===== src/rtl/serial_adder_if.sv =====
// Host-side bundle for the bit-serial adder: launch request, operands and registered result.
// START is only honoured while the adder is idle; it is never queued.
`timescale 1ns/1ps
interface serial_adder_if #(
   parameter int WIDTH = 8
);
   logic             START;
   logic [WIDTH-1:0] A;
   logic [WIDTH-1:0] B;
   logic             CIN;
   logic             BUSY;
   logic             DONE;
   logic [WIDTH-1:0] SUM;
   logic             COUT;

   modport master (
      output START, A, B, CIN,
      input  BUSY, DONE, SUM, COUT
   );

   modport slave (
      input  START, A, B, CIN,
      output BUSY, DONE, SUM, COUT
   );
endinterface


===== src/rtl/serial_adder.sv =====
// Bit-serial WIDTH-bit adder, one full-adder bit per clock, LSB first; DONE pulses WIDTH+1 edges after acceptance.
// START is only sampled in IDLE; requests while busy or done are dropped, issue interval is WIDTH+2 cycles.
`timescale 1ns/1ps
module serial_adder #(
   parameter int WIDTH = 8
) (
   input  logic          CLKIN,
   input  logic          RESET,
   serial_adder_if.slave bus
);
   localparam int CW = (WIDTH > 1) ? $clog2(WIDTH) : 1;
   localparam logic [CW-1:0] LAST = CW'(WIDTH - 1);

   typedef enum logic [1:0] {
      S_IDLE = 2'd0,
      S_RUN  = 2'd1,
      S_DONE = 2'd2
   } state_t;

   state_t           state, state_nxt;
   logic [WIDTH-1:0] sha, sha_nxt;
   logic [WIDTH-1:0] shb, shb_nxt;
   logic [WIDTH-1:0] shs, shs_nxt;
   logic [WIDTH-1:0] sum_q, sum_nxt;
   logic             carry, carry_nxt;
   logic             cout_q, cout_nxt;
   logic [CW-1:0]    cnt, cnt_nxt;
   logic             bit_s;
   logic             bit_c;

   assign bit_s = sha[0] ^ shb[0] ^ carry;
   assign bit_c = (sha[0] & shb[0]) | (sha[0] & carry) | (shb[0] & carry);

   always_ff @(posedge CLKIN) begin
      if (RESET) begin
         state  <= S_IDLE;
         sha    <= '0;
         shb    <= '0;
         shs    <= '0;
         sum_q  <= '0;
         carry  <= 1'b0;
         cout_q <= 1'b0;
         cnt    <= '0;
      end else begin
         state  <= state_nxt;
         sha    <= sha_nxt;
         shb    <= shb_nxt;
         shs    <= shs_nxt;
         sum_q  <= sum_nxt;
         carry  <= carry_nxt;
         cout_q <= cout_nxt;
         cnt    <= cnt_nxt;
      end
   end

   always_comb begin
      state_nxt = state;
      sha_nxt   = sha;
      shb_nxt   = shb;
      shs_nxt   = shs;
      sum_nxt   = sum_q;
      carry_nxt = carry;
      cout_nxt  = cout_q;
      cnt_nxt   = cnt;
      case (state)
         S_IDLE: begin
            if (bus.START) begin
               sha_nxt   = bus.A;
               shb_nxt   = bus.B;
               carry_nxt = bus.CIN;
               shs_nxt   = '0;
               cnt_nxt   = '0;
               state_nxt = S_RUN;
            end
         end
         S_RUN: begin
            // Sum bits enter at the MSB so after WIDTH shifts bit 0 holds the LSB result.
            shs_nxt   = (shs >> 1) | (WIDTH'(bit_s) << (WIDTH - 1));
            sha_nxt   = sha >> 1;
            shb_nxt   = shb >> 1;
            carry_nxt = bit_c;
            cnt_nxt   = cnt + CW'(1);
            if (cnt == LAST) begin
               sum_nxt   = shs_nxt;
               cout_nxt  = bit_c;
               state_nxt = S_DONE;
            end
         end
         S_DONE: begin
            state_nxt = S_IDLE;
         end
         default: begin
            state_nxt = S_IDLE;
         end
      endcase
   end

   assign bus.BUSY = (state == S_RUN);
   assign bus.DONE = (state == S_DONE);
   assign bus.SUM  = sum_q;
   assign bus.COUT = cout_q;
endmodule


===== src/flat_wrapper.sv =====
// flat-port wrapper written by rule: the top's interface ports become plain ports
module serial_adder_flat 
#(
   parameter int WIDTH = 8
)
  (CLKIN, RESET, bus_START, bus_A, bus_B, bus_CIN, bus_BUSY, bus_DONE, bus_SUM, bus_COUT);
  serial_adder_if #(.WIDTH(WIDTH)) bus_i ();
  input  logic CLKIN;
  input  logic RESET;
  input wire logic [$bits(bus_i.START)-1:0] bus_START;
  input wire logic [$bits(bus_i.A)-1:0] bus_A;
  input wire logic [$bits(bus_i.B)-1:0] bus_B;
  input wire logic [$bits(bus_i.CIN)-1:0] bus_CIN;
  output wire logic [$bits(bus_i.BUSY)-1:0] bus_BUSY;
  output wire logic [$bits(bus_i.DONE)-1:0] bus_DONE;
  output wire logic [$bits(bus_i.SUM)-1:0] bus_SUM;
  output wire logic [$bits(bus_i.COUT)-1:0] bus_COUT;
  assign bus_i.START = bus_START;
  assign bus_i.A = bus_A;
  assign bus_i.B = bus_B;
  assign bus_i.CIN = bus_CIN;
  assign bus_BUSY = bus_i.BUSY;
  assign bus_DONE = bus_i.DONE;
  assign bus_SUM = bus_i.SUM;
  assign bus_COUT = bus_i.COUT;
  serial_adder #(.WIDTH(WIDTH)) u_core (.CLKIN(CLKIN), .RESET(RESET), .bus(bus_i));
endmodule

===== config.mk =====
export PLATFORM = sky130hd
export DESIGN_NAME = serial_adder_flat
export DESIGN_NICKNAME = d
export VERILOG_FILES = /design/src/rtl/serial_adder_if.sv /design/src/rtl/serial_adder.sv /design/src/flat_wrapper.sv
export SDC_FILE = /design/constraint.sdc
export NUM_CORES = 1
export LEC_CHECK = 0
export BUFFER_PORTS_ARGS = -buffer_cell sky130_fd_sc_hd__buf_2
export CAP_MARGIN = 20
export CORE_MARGIN = 3
export CORE_UTILIZATION = 43
export DETAILED_ROUTE_END_ITERATION = 16
export PLACE_DENSITY = 0.76
export SLEW_MARGIN = 10
export SYNTH_ARGS = -nofsm -noshare
export SYNTH_HDL_FRONTEND = slang
export SYNTH_SLANG_ARGS = --single-unit
export TNS_END_PERCENT = 10

===== constraint.sdc =====
create_clock -name CLKIN -period 1.62 [get_ports CLKIN]
set_input_delay 0.081 -clock CLKIN [delete_from_list [all_inputs] [get_ports CLKIN]]
set_output_delay 0.081 -clock CLKIN [all_outputs]
set_load 0.01 [all_outputs]

==> results.yml, run 1 <==
drt:
  routed_wire_length_per_instance_um: 12.84
  wirelength_um: 3146
  drc: 0
  detailedRoute.firstIterationViolations: 119
  first_pass_iters: 4
  route.vias.total: 1264
  drt.antenna.violating_nets: 0
  detail_route.vias_per_cell: 5.159
setup_path:
  crit_path_max_incr_delay_ps: 470
  timing.reg2reg.setup_slack_ps: 140
  critical_path_end_type: "output port"
  crit_path_cell_trace: "nand2b_2, clkinvlp_4, buf_2"
  worst-setup-path-type: "reg2out"
  worst_path_max_delay_cell: "sky130_fd_sc_hd__dfxtp_1"
  path_max_fanout: 10
  worstRegToRegCells: 4
  path_buf_inv: 2
  arrival_ps: 1420
  timing.critical_path.depth: 3
  critical_path.startpoint_type: "flop"
  cp_data_required_time_ps: 1540
  cpLargestDelayFamily: "flip-flops"
outcome:
  outcome: "finished, final reports clean"
layout:
  layout-drive-gt1-share_pct: 33.17
  synthToLayoutAreaGrowth_pct: 15.89
  nNetsFinal: 222
  fillerInstances: 324
  antenna_cells: 0
yosys:
  synth_cells: 167
  synthFlopType: "sky130_fd_sc_hd__dfxtp_1"
  synth_top_cells_by_count: "sky130_fd_sc_hd__dfxtp_1 (38), sky130_fd_sc_hd__nor2_1 (26), sky130_fd_sc_hd__a211oi_2 (13), sky130_fd_sc_hd__mux2i_1 (13), sky130_fd_sc_hd__a21oi_1 (11)"
  synth_async_sr_flop_share_pct: 0
  number_of_flops_mapped_to_enable_cells_by_yosys: 0
  mappedNetlistArea_um2: 1645
  yosys.cell_count.top_type: "sky130_fd_sc_hd__dfxtp_1"
  syn_nets: 190
  synth_sequential_area_ratio_pct: 46.24
  netlist-cell-type-count: 26
  synth_top_cell_by_area: "sky130_fd_sc_hd__dfxtp_1"
  synth_top_area_share_pct: 46.24
  most_area_consuming_cells_after_synthesis: "sky130_fd_sc_hd__dfxtp_1 (46%), sky130_fd_sc_hd__a211oi_2 (9.9%), sky130_fd_sc_hd__mux2i_1 (7.9%), sky130_fd_sc_hd__nor2_1 (5.9%), sky130_fd_sc_hd__a22oi_1 (4.1%)"
  syn_area_per_cell_um2: 9.852
  ys_seq_elements: 38
  yosys_warnings: 0
clocking:
  clock_sink_count: 38
  cts_max_path_buffers: 2
  cts_tree: "yes"
  cts-buffers-inserted: 5
  htreeDepth: 2
  clock_input_transition_at_the_sequential_cells_of_the_worst_setup_and_hold_paths_ps: 60
  hold_buffers: 0
  clk-insertion-delay-late_ps: 270
  cts-root-buf: "sky130_fd_sc_hd__clkbuf_8"
global_routing:
  first_global_vias: 1262
  grt_max_degree: 28
  globalRoute.totalOverflow: 0
  antenna_found_initial: 0
  gr-usage-all-layers_pct: 15.24
  grt_first_pass_wirelength_um: 5402
timing:
  max_slew_margin_pct: 65.94
  clock-skew-final_ps: 3.881
  max_slew_violation_total_from_the_final_report: 0
  fmaxAchievable_ghz: 0.6653
  setup-tns-final_ps: 0
  timing_hold_violations_final: 0
  setup_repair_after_global_routing_missed_its_margin: "false"
  setup_viol_count_final: 0
  worstMarginPinSlew_ps: 510.8
  final.period_utilization_pct: 92.78
  final_period_minus_worst_setup_slack_ps: 1503
power_and_ir_drop:
  peakVddDrop_mv: 0.3829
  leakagePower_nw: 0.7690
  power.density_cell_area_nw_per_um2: 952.9
  total_power_mw: 1.817
die:
  dieWidth_um: 67.86
  die_outline_area_um2: 4604
  top_level_ports: 31
  design.core.area_um2: 3495
  floorplan.die.height_um: 67.86
  initial_cell_density_of_the_core_pct: 47.08
  rows: 21
run:
  max_cap_viol_count: 0
placed_design:
  place.detailed.hpwl_um: 2178
  routabilityCongestion: 0.7512
  port_buffers: 30
hold_path:
  timing.hold.worst.class: "in2reg"
  min_path_cells: 3
## power breakdown
| group | internal, mW | leakage [nW] | total (mW) | switching, mW |
|---|---|---|---|---|
| Combinational | 0.105 | 0.420 | 0.232 | 0.127 |
| Clock | 0.296 | 0.0383 | 0.576 | 0.280 |
| Sequential | 0.978 | 0.311 | 1.01 | 0.0301 |
## final cells by class
cell class                 count  area, µm²  share of cell area, %
clock buffer                   7      76.32                  4.003
timing repair buffer          36      207.7                  10.89
sequential                    38      760.7                  39.90
multi-input combinational    115      788.3                  41.34
timing repair inverter         1      5.005                 0.2625
inverter                       2      11.26                 0.5906
tap                           46      57.56                  3.018
## registers in the layout (all words and copies together) (netlist names)
signal / flops
u_core.bus.COUT: 1
u_core.bus.SUM: 8
u_core.carry: 1
u_core.shb: 8
u_core.cnt: 3
u_core.shs: 7
u_core.sha: 8
u_core.state: 2
## cell usage in the layout, fill, tap and decap left out, drive strengths merged
master	instances
dfxtp	38
buf	36
nor2	33
mux2i	13
a211oi	13
a21oi	11
nand3	9
nand2	9
a22oi	9
clkbuf	7
nand3b	3
nor4	3
nor2b	2
o21ai	2
ha	2
clkinvlp	2
nand2b	1
o21bai	1
or3b	1
o21ba	1
inv	1
nor3	1
fa	1
## final timing paths
check / start / end
setup reg to reg: u_core.state[1] / u_core.cnt[0]
hold / removal: bus_B[7] / u_core.shb[7]
setup / recovery: u_core.state[1] / bus_BUSY
hold reg to reg: u_core.bus.SUM[4] / u_core.bus.SUM[4]
## stage by stage
stage | util [%] | std cells | setup WS, ps | hold WS [ps] | instance area (µm²)
after global routing | 54.57 | 245 | 19.54 | 78.14 | 1907
after floorplan | - | 167 | 353.8 | 240.7 | 1645
after detailed placement | 52.06 | 237 | 179.1 | 364.3 | 1819
final | 54.57 | 245 | 116.9 | 85.44 | 1907
after CTS | 54.49 | 245 | 9.183 | 79.23 | 1904
after global placement | 52.06 | 237 | 240.5 | 358.8 | 1819
## repair_timing
action	in CTS	in global routing
setup buffers	0	0
endpoints found under the setup margin	1	12
cloned	1	0
resized for setup	1	1
## worst reg2reg max path, delay by kind of cell, from the launching register on
kind | cells | cell delay, ps
simple gates | 2 | 490
flops | 1 | 470
buf+inv | 1 | 350
compound gates | 1 | 60
## routing by layer
layer / wire length (µm) / track usage, %
met1: 1427 / 18.92
met2: 1545 / 25.27
met3: 134 / 4.433
met4: 38 / 5.211
met5: 0 / 0
## cells by family (layout without fill, tap and decap cells)
| family | after synthesis | in the layout | share of synthesized area, % |
|---|---|---|---|
| buffers and inverters | 14 | 46 | 6.007 |
| DFF | 38 | 38 | 46.24 |
| muxes | 13 | 13 | 7.908 |
| AOI/OAI and AO/OA | 37 | 37 | 19.24 |
| and+or+nand+nor | 62 | 62 | 17.87 |
| adders and majority gates | 3 | 3 | 2.737 |
Note: power is estimated with default switching activity, not from simulation.
==> run 2, diff against run 1 <==
- CORE_ASPECT_RATIO: default -> 0.5
==> run 2 against run 1 <==
Against the previous run:
- via count is 2.7% higher
- die area is 0.99% higher
- first-iteration DRC count is 44% lower
- global-route usage is 0.25 points higher
- clock skew is 0.93 ps higher
- worst setup slack better by 3.0 ps
- count of clock-buffer cells in the layout is 2 lower
- design area is 1.8% higher
- core utilization is 0.14 points higher
- highest routed layer unchanged
==> results.yml, run 2 (synthesized netlist as in run 1, its figures left out) <==
outcome:
  outcome: "finished, final reports clean"
clocking:
  clock_sink_count: 38
  cts_tree: "yes"
  cts_max_path_buffers: 2
  cts-buffers-inserted: 5
  cts-root-buf: "sky130_fd_sc_hd__clkbuf_8"
  hold_buffers: 0
  htreeDepth: 2
  clock_input_transition_at_the_sequential_cells_of_the_worst_setup_and_hold_paths_ps: 70
  clk-insertion-delay-late_ps: 290
layout:
  layout-drive-gt1-share_pct: 34.50
  multi_input_comb_area_um2: 793.3
  antenna_cells: 0
  synthToLayoutAreaGrowth_pct: 17.95
  fillerInstances: 316
  final_common_cell: "sky130_fd_sc_hd__dfxtp_1"
  final_design_area_no_fill_um2: 1941
  area.sequential_um2: 760.7
  nNetsFinal: 222
  mostFrequentLayoutCells: "sky130_fd_sc_hd__dfxtp_1 (38), sky130_fd_sc_hd__buf_2 (30), sky130_fd_sc_hd__nor2_1 (26)"
timing:
  setup_repair_after_global_routing_missed_its_margin: "false"
  fmaxAchievable_ghz: 0.6666
  final.period_utilization_pct: 92.60
  max_slew_violation_total_from_the_final_report: 0
  clock-skew-final_ps: 4.816
  timing_hold_violations_final: 0
  setup_viol_count_final: 0
  worstMarginPinSlew_ps: 786.1
  setup-tns-final_ps: 0
  max_slew_margin_pct: 47.59
  final_period_minus_worst_setup_slack_ps: 1500
global_routing:
  gr-usage-all-layers_pct: 15.49
  grt_first_pass_wirelength_um: 5651
  grt_max_degree: 39
  first_global_vias: 1278
  globalRoute.totalOverflow: 0
  antenna_found_initial: 0
setup_path:
  arrival_ps: 1420
  critical_path.startpoint_type: "flop"
  cp_data_required_time_ps: 1540
  path_max_fanout: 10
  worst-setup-path-type: "reg2out"
  critical_path_end_type: "output port"
  worstRegToRegCells: 4
power_and_ir_drop:
  power.share.clock_pct: 38.8
  power.sequential.fraction_pct: 49.7
  power.switching_fraction_pct: 24.54
  power.density_cell_area_nw_per_um2: 1048
  leakagePower_nw: 0.7847
  total_power_mw: 2.033
  power_report.internal_total_mw: 1.534
  peakVddDrop_mv: 0.4706
  switchingPower_uw: 498.9
  combinationalPowerShare_pct: 11.5
drt:
  first_pass_iters: 4
  detailedRoute.firstIterationViolations: 67
  drt.antenna.violating_nets: 0
  drc: 0
  route.vias.total: 1298
  detail_route.vias_per_cell: 5.171
  routed_wire_length_per_instance_um: 13.00
  wirelength_um: 3264
hold_path:
  min_path_cells: 3
  timing.hold.worst.class: "in2reg"
run:
  max_cap_viol_count: 0
placed_design:
  place.detailed.hpwl_um: 2229
  port_buffers: 30
  routabilityCongestion: 0.7339
  placed_area_um2: 1813
die:
  die_outline_area_um2: 4650
  rows: 15
  floorplan.die.height_um: 49.74
  initial_cell_density_of_the_core_pct: 46.38
  dieWidth_um: 93.48
  top_level_ports: 31
  design.core.area_um2: 3547
## run 2: routing by layer
layer	vias to the layer above	GRT usage, %	wire, µm
met5	-	0	0
met4	0	8.759	53
met3	6	4.421	135
met2	24	24.97	1528
met1	622	18.60	1546
li1	646	-	-
## run 2: final cells by class
cell class | count | share of cell area (%)
multi-input cells | 115 | 40.88
flip-flops and latches | 38 | 39.20
repair buffers | 36 | 10.06
clock buffers | 5 | 3.546
well taps | 51 | 3.288
clock inverters | 3 | 2.063
inverters | 2 | 0.5803
repair inverters | 1 | 0.3868
## run 2: critical path, cell delays in order, from the launching register on
cell and delay (ps):
sky130_fd_sc_hd__dfxtp_1 470, sky130_fd_sc_hd__nand2b_4 240, sky130_fd_sc_hd__clkinvlp_4 210, sky130_fd_sc_hd__buf_2 200
## run 2: worst paths after layout
path / startpoint / slack (ps) / endpoint
setup / recovery: u_core.state[1] / 120 / bus_BUSY
setup reg to reg: u_core.state[0] / 190 / u_core.shb[6]
hold reg to reg: u_core.bus.SUM[0] / 450 / u_core.bus.SUM[0]
hold / removal: bus_B[7] / 50 / u_core.shb[7]
## run 2: metrics by stage
stage	setup WS (ps)	hold slack, ps	std cells	utilization, %
detailed placement	202.7	360.5	242	51.11
global placement	252.2	347.5	242	51.11
global route	47.47	47.74	251	54.71
finish	119.9	46.41	251	54.71
floorplan	353.8	240.7	167	-
CTS	95.20	39.73	251	54.50
## run 2: repair_timing
item | 4_1_cts | 5_1_grt
gates cloned | 1 | 0
setup buffers | 0 | 0
gates resized for setup | 2 | 2
endpoints found under the setup margin | 1 | 8
pin swaps | 0 | 0
hold endpoints to repair | 0 | 0
## run 2: power groups by stage
stage	sequential (mW)	combinational [mW]	clock (mW)
after floorplan	1.02	0.185	0
after global placement	1.03	0.221	0
after detailed placement	1.03	0.229	0
after CTS	1.01	0.234	0.816
after global routing	1.02	0.261	0.847
final	1.01	0.234	0.790
==> run 3, diff against run 2 <==
- SETUP_SLACK_MARGIN: default -> 0.3
==> run 3 against run 2 <==
Against the previous run:
- sequential cell count stayed put
- sequential share of layout area fell by 0.72 points
- count of clock-buffer cells in the layout stayed put
- sequential power is essentially flat
- maximum frequency rose by 17%
- clock power grew 0.5%
- combinational power is 6% higher
- via count grew 1.8%
- power up 0.91%
- wire length increased by 1.6%
- largest cell class unchanged
==> results.yml, run 3 (synthesized netlist as in run 1, its figures left out) <==
outcome:
  outcome: "finished, final reports clean"
clocking:
  clock_input_transition_at_the_sequential_cells_of_the_worst_setup_and_hold_paths_ps: 80
  cts_max_path_buffers: 2
  clock_sink_count: 38
  cts_tree: "yes"
  htreeDepth: 2
  clk-insertion-delay-late_ps: 290
  cts-root-buf: "sky130_fd_sc_hd__clkbuf_8"
  cts-buffers-inserted: 5
placed_design:
  place.detailed.hpwl_um: 2229
  routabilityCongestion: 0.7339
  port_buffers: 30
timing:
  fmaxAchievable_ghz: 0.7783
  max_slew_violation_total_from_the_final_report: 0
  clock-skew-final_ps: 5.610
  setup_viol_count_final: 0
  setup-tns-final_ps: 0
  worstMarginPinSlew_ps: 799.2
  timing_hold_violations_final: 0
  setup_repair_after_global_routing_missed_its_margin: "true"
  max_slew_margin_pct: 46.72
  final_period_minus_worst_setup_slack_ps: 1285
  hold_ws_ps: 43.85
  final.period_utilization_pct: 79.32
setup_path:
  worstReg2RegStart: "u_core.state[1]"
  crit_path_max_incr_delay_ps: 390
  setup.worst_path.end: "u_core.shs[7]"
  worst_path_max_delay_cell: "sky130_fd_sc_hd__dfxtp_4"
  crit_reg_reg_endpoint: "u_core.shs[7]"
  critical_path.startpoint_type: "flop"
  worstRegToRegCells: 5
  timing.reg2reg.setup_slack_ps: 340
  critical_path_end_type: "flop"
  path_max_fanout: 10
  cp_data_required_time_ps: 1770
  crit_path_cell_trace: "nand2b_4, clkinvlp_4, buf_4, a22oi_1, nor2_1"
  crit_path_start: "u_core.state[1]"
  arrival_ps: 1440
  worst-setup-path-type: "reg2reg"
power_and_ir_drop:
  combinationalPowerShare_pct: 12.1
  power.sequential.fraction_pct: 49.2
  power.switching_fraction_pct: 24.70
  leakagePower_nw: 0.8078
  power.density_cell_area_nw_per_um2: 1029
  power.share.clock_pct: 38.7
  power_report.internal_total_mw: 1.545
  switchingPower_uw: 506.7
  peakVddDrop_mv: 0.4665
die:
  die_outline_area_um2: 4650
  initial_cell_density_of_the_core_pct: 46.38
  design.core.area_um2: 3547
  top_level_ports: 31
  dieWidth_um: 93.48
  rows: 15
  floorplan.die.height_um: 49.74
run:
  max_cap_viol_count: 0
drt:
  drt.antenna.violating_nets: 0
  detailedRoute.firstIterationViolations: 76
  detail_route.vias_per_cell: 5.180
  maxUsedRoutingLayer: "met4"
  wl_met2_um: 1539
  route.vias.total: 1321
  wirelength_um: 3317
  first_pass_iters: 4
  routed_wire_length_per_instance_um: 13.01
  drc: 0
  met3_wirelength_um: 127
  wl_met1_um: 1599
layout:
  antenna_cells: 0
  fillerInstances: 305
  synthToLayoutAreaGrowth_pct: 21.14
  layout-drive-gt1-share_pct: 38.24
  final_common_cell: "sky130_fd_sc_hd__dfxtp_1"
  nNetsFinal: 226
  mostFrequentLayoutCells: "sky130_fd_sc_hd__dfxtp_1 (35), sky130_fd_sc_hd__buf_2 (30), sky130_fd_sc_hd__nor2_1 (25)"
global_routing:
  first_global_vias: 1291
  gr-usage-all-layers_pct: 15.66
  antenna_found_initial: 0
  grt_max_degree: 39
  globalRoute.totalOverflow: 0
  grt_first_pass_wirelength_um: 5699
hold_path:
  timing.hold.worst.class: "in2reg"
-- run 3: cell count changes in the layout (fill, tap and decap cells not counted), sizes merged --
cell  before  now
buf       36   40
-- run 3: power groups by stage --
stage	clock network, mW	registers [mW]	logic [mW]
3_3_place_gp	0	1.03	0.221
3_5_place_dp	0	1.03	0.229
5_1_grt	0.847	1.01	0.275
4_1_cts	0.816	1.01	0.241
2_1_floorplan	0	1.02	0.185
6_report	0.794	1.01	0.249
-- run 3: timing repair --
item,in CTS,in global routing
gates cloned,1,0
buffers inserted,2,2
hold buffers,0,0
hold endpoints to repair,0,0
setup endpoints to repair,34,35
gates resized for setup,6,8
pin swaps,0,1
-- run 3: per-layer routing --
layer / vias up / track usage, %
li1: 660 / -
met1: 631 / 18.79
met2: 25 / 25.33
met3: 5 / 4.421
met4: 0 / 8.759
met5: - / 0
-- run 3: worst max-delay path, delay by kind of cell, from the launching register on --
kind / cells / cell delay (ps)
flops: 1 / 390
buf+inv: 2 / 320
simple gates: 2 / 250
compound gates: 1 / 170
-- run 3: how the worst min path moves through the flow --
| stage | startpoint | to | slack (ps) | cells after the start |
|---|---|---|---|---|
| 2_1_floorplan | bus_A[7] | u_core.sha[7] | 240 | 2 |
| 3_3_place_gp | bus_B[7] | u_core.shb[7] | 350 | 3 |
| 3_5_place_dp | bus_A[7] | u_core.sha[7] | 360 | 3 |
| 4_1_cts | bus_B[7] | u_core.shb[7] | 40 | 3 |
| 5_1_grt | bus_B[7] | u_core.shb[7] | 50 | 3 |
| 6_report | bus_B[7] | u_core.shb[7] | 40 | 3 |
-- run 3: layout make-up --
class | instances | area (µm²) | share of cell area (%)
multi-input cells | 115 | 798.3 | 40.05
flip-flops and latches | 38 | 767.0 | 38.48
repair buffers | 40 | 236.5 | 11.86
clock buffers | 5 | 68.82 | 3.453
well taps | 51 | 63.81 | 3.202
clock inverters | 3 | 40.04 | 2.009
inverters | 2 | 11.26 | 0.5650
repair inverters | 1 | 7.507 | 0.3766
-- run 3: per-stage QoR --
step                power (mW)  std cells  setup slack (ps)  area [µm²]  util [%]
finish                   2.051        255             335.1        1993     56.19
detailed placement       1.258        242             202.7        1813     51.11
CTS                      2.066        253             226.5        1956     55.13
global placement         1.249        242             252.2        1813     51.11
global route             2.137        255             253.3        1993     56.19
floorplan                1.207        167             353.8        1645         -
